**src/rtl/des_key_sched_ctrl.sv**
```systemverilog
// DES key schedule sequencer: PC-1 load, per-round C/D rotation, PC-2 subkey stream over valid/ready.
// Optional weak-key flag is built in when DES_WEAK_KEY_DET_EN is defined.
//
// state  | meaning
// S_IDLE | waiting for a key, key_ready high
// S_RUN  | presenting subkey cnt_q, advancing on each subkey handshake
module des_key_sched_ctrl (
   input  logic        clk,
   input  logic        rst_n,
   input  logic [63:0] key,
   input  logic        key_decrypt,
   input  logic        key_valid,
   output logic        key_ready,
   output logic [47:0] subkey,
   output logic [3:0]  subkey_idx,
   output logic        subkey_last,
   output logic        subkey_valid,
   input  logic        subkey_ready
`ifdef DES_WEAK_KEY_DET_EN
   ,
   output logic        weak_key
`endif
);

   localparam logic [0:0] S_IDLE = 1'b0;
   localparam logic [0:0] S_RUN  = 1'b1;

   localparam int PC1_TAB [56] = '{
      57, 49, 41, 33, 25, 17,  9,  1, 58, 50, 42, 34, 26, 18,
      10,  2, 59, 51, 43, 35, 27, 19, 11,  3, 60, 52, 44, 36,
      63, 55, 47, 39, 31, 23, 15,  7, 62, 54, 46, 38, 30, 22,
      14,  6, 61, 53, 45, 37, 29, 21, 13,  5, 28, 20, 12,  4};

   localparam int PC2_TAB [48] = '{
      14, 17, 11, 24,  1,  5,  3, 28, 15,  6, 21, 10,
      23, 19, 12,  4, 26,  8, 16,  7, 27, 20, 13,  2,
      41, 52, 31, 37, 47, 55, 30, 40, 51, 45, 33, 48,
      44, 49, 39, 56, 34, 53, 46, 42, 50, 36, 29, 32};

   // Tables use FIPS numbering: bit 1 is the MSB of the source vector.
   function automatic logic [55:0] pc1(input logic [63:0] k);
      logic [55:0] r;
      r = '0;
      for (int i = 0; i < 56; i++) r[6'(55 - i)] = k[6'(64 - PC1_TAB[i])];
      return r;
   endfunction

   function automatic logic [47:0] des_pc2(input logic [55:0] cd);
      logic [47:0] r;
      r = '0;
      for (int i = 0; i < 48; i++) r[6'(47 - i)] = cd[6'(56 - PC2_TAB[i])];
      return r;
   endfunction

   function automatic logic [1:0] shift_amt(input logic [3:0] idx);
      return (idx == 4'd0 || idx == 4'd1 || idx == 4'd8 || idx == 4'd15) ? 2'd1 : 2'd2;
   endfunction

   function automatic logic [27:0] rotl28(input logic [27:0] x, input logic [1:0] n);
      return (n == 2'd2) ? {x[25:0], x[27:26]} : {x[26:0], x[27]};
   endfunction

   function automatic logic [27:0] rotr28(input logic [27:0] x, input logic [1:0] n);
      return (n == 2'd2) ? {x[1:0], x[27:2]} : {x[0], x[27:1]};
   endfunction

   function automatic logic [55:0] rotl_cd(input logic [55:0] cd, input logic [1:0] n);
      return {rotl28(cd[55:28], n), rotl28(cd[27:0], n)};
   endfunction

   function automatic logic [55:0] rotr_cd(input logic [55:0] cd, input logic [1:0] n);
      return {rotr28(cd[55:28], n), rotr28(cd[27:0], n)};
   endfunction

   logic [0:0]  state_q, state_d;
   logic [55:0] cd_q, cd_d;
   logic [3:0]  cnt_q, cnt_d;
   logic        mode_q, mode_d;
   logic        last_q, last_d;
   logic [55:0] pc1_key;
`ifdef DES_WEAK_KEY_DET_EN
   logic        weak_q, weak_d;
`endif

   assign pc1_key = pc1(key);

   always_comb begin
      state_d = state_q;
      cd_d    = cd_q;
      cnt_d   = cnt_q;
      mode_d  = mode_q;
      last_d  = last_q;
`ifdef DES_WEAK_KEY_DET_EN
      weak_d  = weak_q;
`endif
      if (state_q == S_IDLE) begin
         if (key_valid) begin
            mode_d  = key_decrypt;
            cnt_d   = 4'd0;
            last_d  = 1'b0;
            // Decrypt starts at K16: the full schedule rotates 28 places, so PC1(key) is already round 16.
            cd_d    = key_decrypt ? pc1_key : rotl_cd(pc1_key, 2'd1);
            state_d = S_RUN;
`ifdef DES_WEAK_KEY_DET_EN
            weak_d  = ((pc1_key[55:28] == '0) || (pc1_key[55:28] == '1)) &&
                      ((pc1_key[27:0]  == '0) || (pc1_key[27:0]  == '1));
`endif
         end
      end else begin
         if (subkey_ready) begin
            if (cnt_q == 4'd15) begin
               state_d = S_IDLE;
               cnt_d   = 4'd0;
               last_d  = 1'b0;
            end else begin
               cnt_d  = cnt_q + 4'd1;
               last_d = (cnt_q == 4'd14);
               cd_d   = mode_q ? rotr_cd(cd_q, shift_amt(4'd15 - cnt_q))
                               : rotl_cd(cd_q, shift_amt(cnt_q + 4'd1));
            end
         end
      end
   end

   always_ff @(posedge clk or negedge rst_n) begin
      if (!rst_n) begin
         state_q <= S_IDLE;
         cd_q    <= '0;
         cnt_q   <= '0;
         mode_q  <= 1'b0;
         last_q  <= 1'b0;
`ifdef DES_WEAK_KEY_DET_EN
         weak_q  <= 1'b0;
`endif
      end else begin
         state_q <= state_d;
         cd_q    <= cd_d;
         cnt_q   <= cnt_d;
         mode_q  <= mode_d;
         last_q  <= last_d;
`ifdef DES_WEAK_KEY_DET_EN
         weak_q  <= weak_d;
`endif
      end
   end

   assign key_ready    = (state_q == S_IDLE);
   assign subkey_valid = (state_q == S_RUN);
   assign subkey_idx   = cnt_q;
   assign subkey_last  = last_q;
   assign subkey       = des_pc2(cd_q);
`ifdef DES_WEAK_KEY_DET_EN
   assign weak_key     = weak_q;
`endif

endmodule

```
**config.mk**
```make
export PLATFORM = sky130hd
export DESIGN_NAME = des_key_sched_ctrl
export DESIGN_NICKNAME = d
export VERILOG_FILES = /design/src/rtl/des_key_sched_ctrl.sv
export SDC_FILE = /design/constraint.sdc
export NUM_CORES = 1
export LEC_CHECK = 0
export CORE_UTILIZATION = 51
export DETAILED_ROUTE_END_ITERATION = 10
export PLACE_DENSITY = 0.93
export SLEW_MARGIN = 25
export SYNTH_ARGS = -nofsm -noshare
export SYNTH_HDL_FRONTEND = slang
export SYNTH_SLANG_ARGS = --single-unit
```
**constraint.sdc**
```tcl
create_clock -name clk -period 2.7 [get_ports clk]
set_input_delay 0.405 -clock clk [delete_from_list [all_inputs] [get_ports clk]]
set_output_delay 0.405 -clock clk [all_outputs]
set_load 0.005 [all_outputs]
```
==> metrics.md <==
| Metric | Value |
|---|---|
| Share of layout cells above drive strength 1 | 0.143 |
| DPL Wire Length | 8140 um |
| Die height | 101 um |
| First-pass GRT wire length | 20200 um |
| Core footprint | 9330 sq um |
| Main area contributors after synthesis | dfrtp_1 (32%), mux2i_1 (14%), nand3_1 (8.0%) |
| Vias in the first global route | 4025 |
| Power density over cell area | 1140 nW/um^2 |
| Final Cell Area | 5600 sq um |
| Clock tree sinks | 63 |
| Max-slew headroom | 0.611 |
| Area leader, netlist | dfrtp_1 |
| Placed inst area | 5360 sq um |
| Final Wtd Congestion | 0.946 |
| VDD IR-drop max | 0.000565 V |
| # IOs | 124 |
| Core Rows | 35 |
| Drt first pass iters | 5 |
| Clock Latency Late Sink | 0.36 ns |
| GR Layer Usage met2 | 0.403 |
| Final Cycle Share | 0.904 |
| CTS tree | yes |
| TNS Setup | 0 ns |
| Max-slew violation count | 0 |
| Crit path DAT | 2.73 ns |
| #FFs+latches synth | 63 |
| WP data required | 2.99 ns |
| Routed WL | 12600 um |
| Initial core utilization | 0.534 |
| Post-Synthesis Cells | 544 |
| Area share of the largest cell type after synthesis | 0.317 |
| DR vias/cell | 6.33 |
| CTS buffer count | 9 |
| CP Capture Type | register |
| Clock root cell | clkbuf_8 |
| Ant diodes | 0 |
| Dpl cells | 667 |
| Slew @ Worst Pin | 0.583 ns |
| Fin cells | 683 |
| H-tree lvl count | 3 |
| Max-Cap Viols | 0 |
| Die area | 10200 sq um |
| Post-CTS Resized | 0 |
| Skew final | 0.00868 ns |
| Tot GR Track Use | 0.253 |
| Status | complete, no violations |
| WS Path Type | register to register |
| Post-CTS setup buffers | 0 |
| Post-synthesis cell type count | 43 |
| Seq/Total Area, Yosys | 0.317 |
| Fraction of registers with async set/reset | 1.00 |
| Min-delay worst type | input pin to async pin |
| Final-stage net count | 622 |
| Crit path max fanout | 23 |
| Final setup vio count | 0 |
| CP Launch Type | register |
| Max Buffers Root-to-Sink | 2 |
| Mapped cell area | 4980 sq um |
| Min cycle time layout | 2.44 ns |
| Residual DRC count | 0 |
| Area growth syn-to-layout | 12.5% |
| Initial antenna violation count | 0 |
| Clk slew on worst S/H paths | 0.07 ns |
| Hold-fix buffers, CTS | 0 |
| Layout fillers | 743 |
| Leakage Power | 2.42 nW |
| GRT overflow | 0 |
| YS warnings | 0 |
| Via count | 4326 |
| EDFF count, synth | 0 |
| 1st-iter DRT viols | 469 |
| Met1 usage | 0.337 |
| Post-route ant nets | 0 |
| Synthesized area per cell | 9.15 sq um |
| GR peak layer | met2 |
| RSZ-0062 raised after global routing | false |
| Ys flop type | dfrtp_1 |
| Final Hold Fails | 0 |
| Largest net degree at the start of global routing | 73 |
| Met3 Use GR | 0.0368 |
| Die Span X | 101 um |
| WL/cell | 18.4 um |
| IO Port Bufs | 53 |
| Peak Freq | 0.410 GHz |
==> layer usage <==
metal,up-vias,share of wire
li1,1964,-
met1,2106,0.42
met2,222,0.49
met3,34,0.075
met4,0,0.022
met5,-,0
==> stage by stage <==
stage | power [mW] | hold slack, ns | setup slack (ns) | util
floorplan | 4.49 | 0.109 | 0.604 | -
global placement | 5.18 | 0.421 | 0.417 | 0.574
detailed placement | 5.33 | 0.432 | 0.331 | 0.574
CTS | 6.36 | 0.0505 | 0.293 | 0.600
global route | 6.74 | 0.0848 | 0.120 | 0.600
finish | 6.41 | 0.0375 | 0.258 | 0.600
==> worst max-delay path, stage by stage, from the launching register on <==
cell,delay [ns]
dfrtp_1,0.46
ha_1,0.32
or4b_4,0.59
o21a_4,0.20
nand2_2,0.24
buf_4,0.32
nand3_1,0.13
nand3_1,0.12
==> power breakdown <==
group          switching, mW  total (mW)  internal, mW
clock network          0.384        1.01         0.622
logic                   1.81        3.47          1.66
registers              0.638        1.94          1.30
==> cell type report <==
type | count | area [sq um] | share of cell area
Clock inverter | 2 | 60.1 | 0.0107
Timing Repair Buffer | 69 | 721 | 0.129
Clock buffer | 14 | 183 | 0.0326
Multi-Input combinational cell | 402 | 2880 | 0.515
Tap cell | 129 | 161 | 0.0288
Inverter | 4 | 15.0 | 0.00268
Sequential cell | 63 | 1580 | 0.282
==> cells in the mapped netlist, types with 2 or more instances <==
library cell / number
a211o_1: 7
a21oi_1: 14
a221oi_1: 7
a2bb2oi_1: 36
a31o_1: 10
a31oi_1: 8
buf_1: 3
buf_2: 19
buf_4: 49
buf_6: 6
clkbuf_1: 19
dfrtp_1: 63
ha_1: 4
inv_1: 4
mux2i_1: 72
nand2_1: 37
nand2b_1: 2
nand3_1: 80
nand3_2: 30
nor2_1: 12
nor2b_1: 2
nor3_1: 12
o21ai_0: 3
o21ai_1: 12
o221a_1: 2
o221a_2: 6
o31ai_1: 9
==> flip-flops by register name (all words and copies together), names as in the netlist <==
| register | flops |
|---|---|
| cd_q | 56 |
| subkey_idx | 4 |
| mode_q | 1 |
| subkey_last | 1 |
| subkey_valid | 1 |
==> layout by cell type (no fill, tap or decap), drive strengths merged, types with 2 or more instances in the layout <==
cell type / Yosys / routed
buf: 77 / 17
a221oi: 7 / 7
conb: 1 / 22
nor3: 12 / 12
dfrtp: 63 / 63
a211o: 7 / 7
nand2: 38 / 38
nor2: 13 / 13
a21oi: 14 / 14
clkbuf: 19 / 14
o31ai: 9 / 9
a31o: 10 / 10
nand3: 110 / 110
clkdlybuf4s50: 0 / 52
nor2b: 2 / 2
o221a: 8 / 8
mux2i: 72 / 72
a31oi: 8 / 8
ha: 4 / 4
a2bb2oi: 36 / 36
bufinv: 0 / 2
o21ai: 16 / 16
nand2b: 2 / 2
inv: 4 / 4
==> path summary, 6_finish.rpt <==
kind                       depth (start not counted)  slack [ns]                 startpoint                   endpoint
min                                                1        0.04                      rst_n       cd_q[45]$_DFFE_PN0P_
max in group asynchronous                          2        1.95                      rst_n  subkey_idx[3]$_DFFE_PN0P_
max reg2reg                                        7        0.26  subkey_idx[0]$_DFFE_PN0P_       cd_q[49]$_DFFE_PN0P_
min in group clk                                   2        0.49    subkey_last$_DFFE_PN0P_    subkey_last$_DFFE_PN0P_
min reg2reg                                        2        0.49    subkey_last$_DFFE_PN0P_    subkey_last$_DFFE_PN0P_
max                                                7        0.26  subkey_idx[0]$_DFFE_PN0P_       cd_q[49]$_DFFE_PN0P_
==> kinds of logic (layout without fill, tap and decap cells) <==
kind of cell               Yosys count  after routing  synth area share
buffers and inverters              100             89             0.126
adders and majority gates            4              4            0.0101
DFF                                 63             63             0.317
other                                1             22          0.000753
muxes                               73             73             0.147
and+or+nand+nor                    182            182             0.208
AOI/OAI and AO/OA                  121            121             0.191
No activity file was read; power rests on OpenSTA's default activity.
==> variant: new RTL, same flow settings <==
Register the input `key` before use. The logic sees it one clock later. The other inputs are not delayed to match.
--- a/src/rtl/des_key_sched_ctrl.sv
+++ b/src/rtl/des_key_sched_ctrl.sv
@@ -36,6 +36,12 @@
       23, 19, 12,  4, 26,  8, 16,  7, 27, 20, 13,  2,
       41, 52, 31, 37, 47, 55, 30, 40, 51, 45, 33, 48,
       44, 49, 39, 56, 34, 53, 46, 42, 50, 36, 29, 32};
+
+   logic [63:0] key_q;
+
+   always_ff @(posedge clk) begin
+      key_q <= key;
+   end
 
    // Tables use FIPS numbering: bit 1 is the MSB of the source vector.
    function automatic logic [55:0] pc1(input logic [63:0] k);
@@ -82,7 +88,7 @@
    logic        weak_q, weak_d;
 `endif
 
-   assign pc1_key = pc1(key);
+   assign pc1_key = pc1(key_q);
 
    always_comb begin
       state_d = state_q;
Check against the original RTL: not equivalent (a bounded check fails within 4 cycles, from zero or initial values and one cycle with rst_n low).
==> variant against the original RTL <==
Power up 0.51%; sequential cell count up 16; wire length about the same; synthesized area up 2.5%; worst setup slack worse by 0.026 ns; design area up 2.1%; hold slack better by 0.036 ns; die area up 2.5%; critical endpoint is now cd_q[23].
==> variant: results (changes against the original RTL) <==
Top delay family on crit path multiplexers; Arr. time, crit path 2.71 ns (-0.02 ns); Total Wirelength 12,600 um (about the same); Worst path max stage delay 0.53 ns (-0.06 ns); actual transition at the worst max-transition pin 0.720 ns (+0.137 ns); Placer Congestion 0.928 (-1.9%); DRT iter0 DRCs 387 (-17%); HPWL after DPL 8320 um (+2.2%); M1 WL 5490 um (+5.1%); vias in the first global route 4,130 (+2.6%); worst reg2reg endpoint cd_q[23]; fillers 846 (+14%); sequential area share after synthesis 37.2% (+5.5 points); P_sw 0.00280 W (-1.1%); cell at the slowest stage of the critical path mux2i_4; FFs w/ async S/R, synth 79.7% (-20 points); global-route wire length before repair 20,900 um (+3.5%); worst clock skew 0.0158 ns (+0.00714 ns); status finished, final reports clean; Seq pwr share 34.5% (+4.3 points); reg-to-reg slack, setup 0.23 ns (-0.03 ns); leakage power 2.51 nW (+3.7%); gr usage total 25.9% (+0.64 points); combinational fraction of design power 52.4% (-1.7 points); met3 WL 944 um (+0.43%); pin count of the biggest net entering global routing 77 (+5.5%); wire length on met2 5850 um (-4.7%); Worst VDD drop 0.660 mV (+17%); Yosys cell types 44 (+2.3%); Worst-path clk slew 0.09 ns (+0.02 ns); fin nets 642 (+3.2%); Synth top cells by count nand3_1 (106), mux2i_1 (67), dfrtp_1 (63)
==> variant: worst max path at each step <==
stage | startpoint | slack [ns] | to | cells past startpoint
floorplan | subkey_idx[0] | 0.50 | cd_q[1] | 9
global placement | subkey_idx[0] | 0.30 | cd_q[9] | 8
detailed placement | subkey_idx[0] | 0.23 | cd_q[9] | 8
CTS | subkey_idx[0] | 0.18 | cd_q[9] | 8
global route | subkey_idx[0] | 0.03 | cd_q[21] | 8
finish | subkey_idx[0] | 0.23 | cd_q[23] | 8
==> variant: layer usage <==
| metal | track usage (%) | up-vias |
|---|---|---|
| met5 | 0 | - |
| met4 | 12.6 | 0 |
| met3 | 4.72 | 28 |
| met2 | 39.9 | 233 |
| met1 | 35.2 | 2123 |
| li1 | - | 2020 |
==> variant: logic make-up (layout without fill, tap and decap cells) <==
kind of cell / Yosys count / after routing / synth area share, %
compound gates: 125 / 125 / 18.8
xor+xnor: 1 / 1 / 0.172
fa+ha+maj: 4 / 4 / 0.980
buf+inv: 98 / 90 / 11.5
flops: 79 / 79 / 37.2
mux: 71 / 71 / 14.2
other cells: 1 / 22 / 0.0735
simple gates: 182 / 182 / 17.0
==> variant: stage by stage <==
stage	power (W)	instances	area (sq um)	setup WS, ns
CTS	0.00640	707	5720	0.183
global route	0.00683	707	5720	0.0282
finish	0.00644	707	5720	0.233
global placement	0.00539	691	5540	0.303
detailed placement	0.00555	691	5540	0.226
floorplan	0.00459	582	5180	0.499
==> variant: cell type report <==
type | count | area (sq um) | share of cell area, %
multi-input cells | 405 | 2720 | 47.5
flip-flops and latches | 79 | 1900 | 33.2
repair buffers | 70 | 741 | 13.0
clock buffers | 11 | 153 | 2.67
well taps | 133 | 166 | 2.91
inverters | 4 | 15.0 | 0.263
clock inverters | 5 | 28.8 | 0.503
